==> src/rtl/falling_note_lanes.sv <==
// Multi-lane falling-note field: per-lane slot registers scrolled once per frame, key judging
// against a hit line, and a fixed two-cycle render pipeline into the pixel stream.
module falling_note_lanes #(
   parameter int          LANES       = 4,
   parameter int          SLOTS       = 8,
   parameter int          NOTE_WIDTH  = 50,
   parameter int          NOTE_HEIGHT = 50,
   parameter int          LANE_X0     = 100,
   parameter int          LANE_PITCH  = 60,
   parameter int          SPEED       = 4,
   parameter int          SCREEN_H    = 720,
   parameter int          HIT_Y       = 600,
   parameter int          HIT_TOL     = 20,
   parameter logic [23:0] BG_COLOR    = 24'hFFFFFF,
   parameter logic [23:0] LINE_COLOR  = 24'h808080,
   localparam int         LW          = (LANES > 1) ? $clog2(LANES) : 1
) (
   input  logic             clk_in,
   input  logic             rst_n_in,
   input  logic [10:0]      hcount_in,
   input  logic [9:0]       vcount_in,
   input  logic             new_frame_in,
   input  logic             spawn_valid_in,
   input  logic [LW-1:0]    spawn_lane_in,
   input  logic [23:0]      spawn_color_in,
   output logic             spawn_ready_out,
   input  logic [LANES-1:0] key_in,
   output logic [LANES-1:0] hit_out,
   output logic [LANES-1:0] miss_out,
   output logic [7:0]       red_out,
   output logic [7:0]       green_out,
   output logic [7:0]       blue_out
);

   logic [SLOTS-1:0] valid_q  [LANES];
   logic [SLOTS-1:0] valid_d  [LANES];
   logic [9:0]       y_q      [LANES][SLOTS];
   logic [9:0]       y_d      [LANES][SLOTS];
   logic [23:0]      color_q  [LANES][SLOTS];
   logic [23:0]      color_d  [LANES][SLOTS];
   logic [10:0]      y_next   [LANES][SLOTS];

   logic [SLOTS-1:0] hit_sel  [LANES];
   logic [SLOTS-1:0] free_sel [LANES];
   logic [LANES-1:0] lane_free;
   logic             sel_free;
   logic             spawn_fire;

   logic [LANES-1:0] key_q;
   logic [LANES-1:0] key_rise;
   logic [LANES-1:0] hit_q;
   logic [LANES-1:0] hit_d;
   logic [LANES-1:0] miss_q;
   logic [LANES-1:0] miss_d;

   logic [LANES-1:0] x_in;
   logic [SLOTS-1:0] inside_d [LANES];
   logic [SLOTS-1:0] inside_q [LANES];
   logic             on_line_d;
   logic             on_line_q;
   logic [23:0]      pix_d;
   logic [23:0]      pix_q;

   // Note centre within HIT_TOL of the hit line, kept unsigned by moving HIT_TOL across.
   function automatic logic in_window(input logic [9:0] y);
      logic [11:0] ctr;
      ctr = {2'b00, y} + 12'(NOTE_HEIGHT / 2);
      return ((ctr + 12'(HIT_TOL)) >= 12'(HIT_Y)) && (ctr <= 12'(HIT_Y + HIT_TOL));
   endfunction

   always_comb begin
      for (int l = 0; l < LANES; l++) begin
         hit_sel[l]  = '0;
         free_sel[l] = '0;
         for (int s = SLOTS - 1; s >= 0; s--) begin
            if (valid_q[l][s] && in_window(y_q[l][s])) begin
               hit_sel[l]    = '0;
               hit_sel[l][s] = 1'b1;
            end
            if (!valid_q[l][s]) begin
               free_sel[l]    = '0;
               free_sel[l][s] = 1'b1;
            end
         end
         lane_free[l] = ~&valid_q[l];
      end
   end

   // Lane numbers at or above LANES never match, so ready stays low for them.
   always_comb begin
      sel_free = 1'b0;
      for (int l = 0; l < LANES; l++) begin
         if (spawn_lane_in == LW'(l)) sel_free = lane_free[l];
      end
   end

   assign spawn_ready_out = !new_frame_in && sel_free;
   assign spawn_fire      = spawn_valid_in && spawn_ready_out;
   assign key_rise        = key_in & ~key_q;

   always_comb begin
      for (int l = 0; l < LANES; l++) begin
         for (int s = 0; s < SLOTS; s++) begin
            y_next[l][s] = {1'b0, y_q[l][s]} + 11'(SPEED);
         end
      end
   end

   // A hit outranks the frame scroll on the same slot; spawns only target free slots.
   always_comb begin
      valid_d = valid_q;
      y_d     = y_q;
      color_d = color_q;
      hit_d   = '0;
      miss_d  = '0;
      for (int l = 0; l < LANES; l++) begin
         hit_d[l] = key_rise[l] && (|hit_sel[l]);
         for (int s = 0; s < SLOTS; s++) begin
            if (hit_d[l] && hit_sel[l][s]) begin
               valid_d[l][s] = 1'b0;
            end else if (new_frame_in && valid_q[l][s]) begin
               if (y_next[l][s] >= 11'(SCREEN_H)) begin
                  valid_d[l][s] = 1'b0;
                  miss_d[l]     = 1'b1;
               end else begin
                  y_d[l][s] = y_next[l][s][9:0];
               end
            end
            if (spawn_fire && (spawn_lane_in == LW'(l)) && free_sel[l][s]) begin
               valid_d[l][s] = 1'b1;
               y_d[l][s]     = '0;
               color_d[l][s] = spawn_color_in;
            end
         end
      end
   end

   always_comb begin
      on_line_d = (vcount_in == 10'(HIT_Y));
      for (int l = 0; l < LANES; l++) begin
         x_in[l] = ({1'b0, hcount_in} >= 12'(LANE_X0 + l * LANE_PITCH)) &&
                   ({1'b0, hcount_in} <  12'(LANE_X0 + l * LANE_PITCH + NOTE_WIDTH));
         for (int s = 0; s < SLOTS; s++) begin
            inside_d[l][s] = valid_q[l][s] && x_in[l] &&
                             ({1'b0, vcount_in} >= {1'b0, y_q[l][s]}) &&
                             ({1'b0, vcount_in} <  ({1'b0, y_q[l][s]} + 11'(NOTE_HEIGHT)));
         end
      end
   end

   // Scanning from the highest index down leaves the lowest lane/slot as the winner.
   always_comb begin
      pix_d = on_line_q ? LINE_COLOR : BG_COLOR;
      for (int l = LANES - 1; l >= 0; l--) begin
         for (int s = SLOTS - 1; s >= 0; s--) begin
            if (inside_q[l][s]) pix_d = color_q[l][s];
         end
      end
   end

   always_ff @(posedge clk_in or negedge rst_n_in) begin
      if (!rst_n_in) begin
         for (int l = 0; l < LANES; l++) begin
            valid_q[l]  <= '0;
            inside_q[l] <= '0;
            for (int s = 0; s < SLOTS; s++) begin
               y_q[l][s]     <= '0;
               color_q[l][s] <= '0;
            end
         end
         key_q     <= '0;
         hit_q     <= '0;
         miss_q    <= '0;
         on_line_q <= 1'b0;
         pix_q     <= BG_COLOR;
      end else begin
         valid_q   <= valid_d;
         y_q       <= y_d;
         color_q   <= color_d;
         key_q     <= key_in;
         hit_q     <= hit_d;
         miss_q    <= miss_d;
         inside_q  <= inside_d;
         on_line_q <= on_line_d;
         pix_q     <= pix_d;
      end
   end

   assign hit_out   = hit_q;
   assign miss_out  = miss_q;
   assign red_out   = pix_q[23:16];
   assign green_out = pix_q[15:8];
   assign blue_out  = pix_q[7:0];

endmodule

==> config.mk <==
export PLATFORM = sky130hd
export DESIGN_NAME = falling_note_lanes
export DESIGN_NICKNAME = d
export VERILOG_FILES = /design/src/rtl/falling_note_lanes.sv
export SDC_FILE = /design/constraint.sdc
export NUM_CORES = 2
export LEC_CHECK = 0
export ABC_CLOCK_PERIOD_IN_PS = 7800
export BUFFER_PORTS_ARGS = -buffer_cell sky130_fd_sc_hd__clkbuf_2
export CAP_MARGIN = 20
export CORE_MARGIN = 1.5
export CORE_UTILIZATION = 25
export CTS_BUF_LIST = sky130_fd_sc_hd__clkbuf_8
export CTS_CLUSTER_SIZE = 20
export DETAILED_ROUTE_END_ITERATION = 8
export PLACE_DENSITY_LB_ADDON = 0.08
export SLEW_MARGIN = 20
export SYNTH_ARGS = -nofsm -noshare
export SYNTH_HDL_FRONTEND = slang
export SYNTH_SLANG_ARGS = --single-unit
==> constraint.sdc <==
create_clock -name clk_in -period 7.8 [get_ports clk_in]
set_clock_uncertainty 0.2 [all_clocks]
set_input_delay 0.39 -clock clk_in [delete_from_list [all_inputs] [get_ports clk_in]]
set_output_delay 0.39 -clock clk_in [all_outputs]
set_load 0.01 [all_outputs]
Word level (Yosys, flattened, before mapping)
Cells that the tools add are included.

Register bits after elaboration: 1189. Bits of input ports: 55. Output and inout bits: 33. Word-level logic and storage cells: 1368.

Add/subtract/negate cells: 128. Magnitude comparators: 168. Eq/ne operators: 68. Mux-type cells: 453. Bitwise logic cells: 2. Reductions and logical operators: 444.

Operators by type and width (number): 10-bit 2-to-1 mux (128); 24-bit 2-to-1 mux (32); 8-bit 2-to-1 mux (64); 11-bit by 5-bit adder with 12-bit output (second input constant) (32); 12-bit by 10-bit greater-or-equal comparator with 1-bit output (second input constant) (32); 10-bit by 3-bit adder with 11-bit output (second input constant) (32); 10-bit by 5-bit adder with 11-bit output (second input constant) (32); 10-bit by 6-bit adder with 11-bit output (second input constant) (32); 11-bit by 10-bit greater-or-equal comparator with 1-bit output (second input constant) (32); 11-bit by 10-bit <= comparator with 1-bit output (second input constant) (32); 10-bit by 11-bit < comparator with 1-bit output (32); 10-bit greater-or-equal comparator (32); 1-bit logical AND (270); 1-bit 2-to-1 mux (228); 3-bit nonzero test (64); 2-bit by 1-bit inequality test with 1-bit output (second input constant) (64); 3-bit AND reduction (32); 2-bit AND reduction (32); 2-bit nonzero test (32); 8-bit AND reduction (4); 8-bit OR reduction (4); 23-bit 2-to-1 mux (1); 11-bit by 8-bit greater-or-equal comparator with 1-bit output (second input constant) (2); 11-bit by 8-bit < comparator with 1-bit output (second input constant) (2); 10 further kinds (16).

Longest topological paths before layout
Depth after elaboration: 38. Depth in mapped cells: 15. Gate-level depth less buffers: 11.

Worst setup path before layout
OpenSTA, ideal clock, no wires.

Kind: reg2reg. From: register y_q[204] (netlist name). To: register y_q[174] (netlist name). Arrival: 3.257 ns. Required time: 7.480 ns. Setup slack: 4.223 ns. Stages on the path, launching flop included: 15. Clock period less this slack: 3.577 ns. Path through: dfrtp_1 clkbuf_1 inv_1 ha_1 nor2b_1 a2111o_1 nor4_1 o22ai_1 nor4_2 nand2b_1 buf_4 o31ai_2 or2_1 buf_2 a31o_2.

Cells in the longest elaborated chain, start to end: 14. Elaborated cells on any way between the ends: 15. Those cells by class: 2 x add/sub; 2 x order compare; 1 x eq/ne; 4 x mux; 6 x reduce/logical.

Ends and longest elaborated chain: start: declaration (RTL line 37) `logic [9:0] y_q [LANES][SLOTS];`; start signal: assignment (RTL line 178) `y_q <= y_d;`; 10-bit by 5-bit adder with 11-bit output (*) (RTL line 67) `ctr = {2'b00, y} + 12'(NOTE_HEIGHT / 2);`; 11-bit by 5-bit adder with 12-bit output (RTL line 68) `return ((ctr + 12'(HIT_TOL)) >= 12'(HIT_Y)) && (ctr <= 12'(HIT_Y + HIT_TOL));`; 12-bit by 10-bit greater-or-equal comparator with 1-bit output (RTL line 68); 1-bit logical AND (*) (RTL line 68); 1-bit logical AND (*) (RTL line 76) `if (valid_q[l][s] && in_window(y_q[l][s])) begin`; 8-bit 2-to-1 mux (*) (4 in series) (RTL line 76); 8-bit OR reduction (RTL line 117) `hit_d[l] = key_rise[l] && (|hit_sel[l]);`; 1-bit logical AND (RTL line 117); 1-bit logical AND (*) (RTL line 119) `if (hit_d[l] && hit_sel[l][s]) begin`; 2-bit by 1-bit inequality test with 1-bit output (no line) (*); 3-bit AND reduction (no line) (*).

Every way passes the cells marked *; elsewhere a longest branch is shown, timed or not. A chain may end at the register's enable or synchronous reset.

Worst setup path after layout
From: register valid_q[25] (netlist name). To: register color_q[294] (netlist name).

Cells in the longest elaborated chain, start to end: 10.

Ends and longest elaborated chain: start: declaration (RTL line 35) `logic [SLOTS-1:0] valid_q [LANES];`; start signal: assignment (RTL line 177) `valid_q <= valid_d;`; 8-bit AND reduction (RTL line 85) `lane_free[l] = ~&valid_q[l];`; 1-bit zero test (RTL line 85); 1-bit 2-to-1 mux (4 in series) (RTL line 93) `if (spawn_lane_in == LW'(l)) sel_free = lane_free[l];`; 1-bit logical AND (RTL line 97) `assign spawn_ready_out = !new_frame_in && sel_free;`; 1-bit logical AND (RTL line 98) `assign spawn_fire = spawn_valid_in && spawn_ready_out;`; 1-bit logical AND (2 in series) (RTL line 129) `if (spawn_fire && (spawn_lane_in == LW'(l)) && free_sel[l][s]) begin`; end signal: assignment (RTL line 179) `color_q <= color_d;`; end: declaration (RTL line 39) `logic [23:0] color_q [LANES][SLOTS];`.

Every way passes these cells.

==> impl_summary.md <==
Route
In the routed design, unresolved DRC markers number 0. The iteration count of the initial detailed-routing pass is 8. The detail route stage leaves a number of antenna-violating nets equal to 0. The DRC marker count from the first detailed-route iteration is 4,372. The via total after detailed routing is 66,900.

In the final routed layout, each cell accounts on average for 22.8 µm. The routed design has 300 mm of wire. The average via count per standard cell is 5.09.

Synth
The number of distinct library cell variants in the gate-level netlist after synthesis is 129. The leading register cell type out of synthesis is dfrtp_1. Of the total synthesized cell area, the portion taken by AND, OR, NAND and NOR gates is 0.166. In the post-synthesis netlist, the biggest area contributors are dfrtp_1, ha_1, mux2_2. The Yosys warning count is 0. The share of synthesized area in the top cell type comes to 0.347. The post-synthesis instance total is 8,906. The XOR/XNOR share of the synthesized area is 0.0362.

Synthesis produced a netlist with a net count of 9,697. The largest family of logic cells by synthesized area is compound AO/OA/AOI/OAI gates. Dividing the synthesized area by the synthesized cell count gives 8.91 µm². Measured against the total synthesized area, the mux share comes to 0.0732.

The area share of fa/ha/maj cells after synthesis is 0.116. The netlist area before placement is 79,400 µm². For this run, the register share of the synthesized area comes to 0.355. Summed over all instances, the cell type with the most area after synthesis is dfrtp_1. In this run, synthesis produced a sequential element count of 1,125. The share of the synthesized area in compound gates (AO/OA/AOI/OAI) is 0.202. In this run, synthesis inferred 0 flip-flops with an integrated enable.

The async set-or-reset flop fraction in the synthesized netlist is 1.00.

STA
The actual transition at the worst max-transition pin is 1.13 ns. The number of hold-slack violations in the final timing report came to 0. The number of pins with negative max-slew slack in the final report came to 0.

The remaining max-slew budget at the tightest pin is 0.247. Once routing completed, OpenROAD measured the worst setup slack at 2.92 ns. Setup violations remaining at the end of the flow were counted as 0. The maximum clock frequency is 205 MHz. Of the available clock period, the critical path in the final layout requires 0.626. Setup repair after global routing left no endpoint under its margin. Setup total negative slack on the finished layout was measured at 0 ns. The time the final worst path needs with I/O delays and setup is 4.88 ns.

Clocking
The total clock sinks is 1,125. The register clock-pin slew on the reported worst setup and hold paths is 0.06 ns. In this run, post-CTS repair resized a total of 0 instances. The TritonCTS clock tree is done.

The count of H-tree levels built during CTS is 4. The total CTS buffers is 237. The clock root buffer master is clkbuf_8. The clock passes through at most 4 buffers. The clock latency of the later-clocked register in the worst-skew pair is 1.07 ns.

Worst setup path
The peak fanout along the critical path is 21. The worst setup path is of the flip-flop to flip-flop kind. On the critical path the largest part of the delay comes from simple AND/OR/NAND/NOR gates. The end of the worst register-to-register path is color_q[294]. The startpoint type of the worst setup path is a flip-flop. The origin of the critical flop-to-flop path is valid_q[25]. The number of buffer and inverter instances along the worst setup path is 1. Walking the worst path, the cells encountered are nand4bb_1, nor3_1, nor4_4, nand3_2, nand4bb_1, or2_1, nor2_4, buf_4, mux2_2.

Counting cells, the worst reg-to-reg path comes to 9. The most prevalent standard cell on the critical path is nand4bb_1. The data required time of the worst path is 8.50 ns.

In this run the register-to-register setup slack is 2.92 ns. The highest cell delay on the worst timing path is 0.76 ns. The worst setup path is captured at a flip-flop. STA puts the critical path data arrival time at 5.58 ns.

The critical path's slowest cell is nor2_4.

Power
The maximum vdd ir drop is 0.138 mV. Power spread over the standard cell area amounts to 237 nW/µm². The reported leakage power is 40.1 nW.

Job
The number of max-capacitance violations reported is 0.

Floorplanning
The I/O pin total is 88. The horizontal die dimension is 567 µm. The core footprint is 315,000 µm². The die footprint is 321,000 µm². The initial utilization of the core area, before any placement, comes to 0.252. The site row count is 206.

The height of the die is 567 µm.

Global routing
The via count of the first global-routing pass came to 67,600. The total congestion overflow after global routing is 0. The number of antenna violations at the first check in global routing came to 21. Entering global routing, the biggest net connects 138 pins. The first global-routing pass estimated 451 mm of wire. The aggregate global-route resource usage is 0.183.

Final layout
The most common library cell in the layout ignoring fill and taps is nand2_1. The top cell types in the final layout, fill and taps aside, are nand2_1, dfrtp_1, ha_1. The final layout contains 9,583 nets. The multi-input combinational cell area is 47,400 µm². The finished cells cover 89,500 µm². The fraction of final layout cells with drive strength greater than 1 is 0.140. The number of cells in the finished layout apart from fillers is 13,100. The total of fill cells in the finished design is 33,300.

The area growth from synthesis to layout is 12.7%. The area taken by flip-flops and latches is 28,200 µm².

Place
The cell area after placement is 84,000 µm². The wire-length estimate of the detail-placed layout is 197 mm. The final estimated routing congestion in global placement is 0.797. In this run the tool buffered the top-level ports with 86 buffer cells. OpenSTA, run right after detailed placement, puts the worst setup slack at 2.21 ns.

The total placed cells including tap cells is 12,700.

Status
The flow ran to the end, and the final reports show no timing, DRC or antenna violations.

Worst hold path
The class of the worst hold path is input pin to flip-flop. The cell count of the worst hold path is 6. The critical hold path startpoint is spawn_lane_in[1]. The end of the worst hold path is color_q[183].
## registers in the layout, summed over array words and instances, names as in the netlist
signal and cells:
color_q 768, miss_out 4, on_line_q 1, valid_q 32
y_q 256, inside_q 32, pix_q 24, hit_out 4
key_q 4
## repair_timing
action | 4_1_cts | 5_1_grt
endpoints found under the hold margin | 1096 | 0
hold buffers | 53 | 0
setup endpoints to repair | 0 | 0
setup buffers | 0 | 0
## cell type report
type	count	area share
multi-input combinational	6761	0.530
sequential	1125	0.315
tap	4160	0.0582
clock buffer	306	0.0471
timing repair buffer	287	0.0255
inverter	380	0.0159
clock inverter	118	0.00807
antenna	10	0.000280
## Yosys cell counts, types with 185 or more instances
| library cell | number |
|---|---|
| mux2_2 | 464 |
| nand2_1 | 1365 |
| nor2_1 | 388 |
| clkbuf_1 | 489 |
| inv_1 | 342 |
| a21oi_1 | 395 |
| dfrtp_1 | 1101 |
| xnor2_1 | 238 |
| nor3_1 | 185 |
| nand3_1 | 205 |
| ha_1 | 736 |
| o21ai_0 | 556 |
## power breakdown
part	internal [mW]	total [mW]	switching, mW
sequential	6.88	8.31	1.43
combinational	2.66	6.18	3.52
clock	3.70	6.75	3.05
## worst max path at each step
stage                                start  cells past startpoint            to  slack [ns]
after CTS                      valid_q[25]                      8  color_q[765]        2.65
after global placement    spawn_lane_in[0]                     11  color_q[305]        1.71
after global routing           valid_q[25]                      9  color_q[294]        2.60
after floorplan                   y_q[204]                     14      y_q[174]        4.22
after detailed placement  spawn_lane_in[0]                     11  color_q[294]        2.21
final                          valid_q[25]                      9  color_q[294]        2.92
## kinds of logic (layout without fill, tap and decap cells)
family,Yosys count,in the layout
AOI/OAI and AO/OA,2360,2360
DFF,1125,1125
xor gates and xnor gates,318,318
buffers and inverters,1020,1091
other,0,10
muxes,521,521
and+or+nand+nor,2824,2824
adders and majority gates,738,738
## stage by stage
stage	hold slack (ns)	utilization	total power, mW
CTS	0.0179	0.283	21.6
floorplan	-0.106	-	12.7
global placement	0.254	0.266	14.4
finish	0.134	0.284	21.2
detailed placement	0.259	0.266	14.6
global route	0.0941	0.284	22.8
## layer usage
| layer | vias up | wire [µm] | global-route usage |
|---|---|---|---|
| li1 | 31700 | - | - |
| met1 | 33600 | 142000 | 0.249 |
| met2 | 1228 | 140000 | 0.306 |
| met3 | 375 | 10800 | 0.0211 |
| met4 | 4 | 7020 | 0.0454 |
| met5 | - | 27 | 0 |
## worst min-delay path: cells and delay by family
family / cells / cell delay [ns]
buffers and inverters: 2 / 0.50
AND/OR/NAND/NOR: 4 / 0.39
Power figures use the tool's default switching activity.
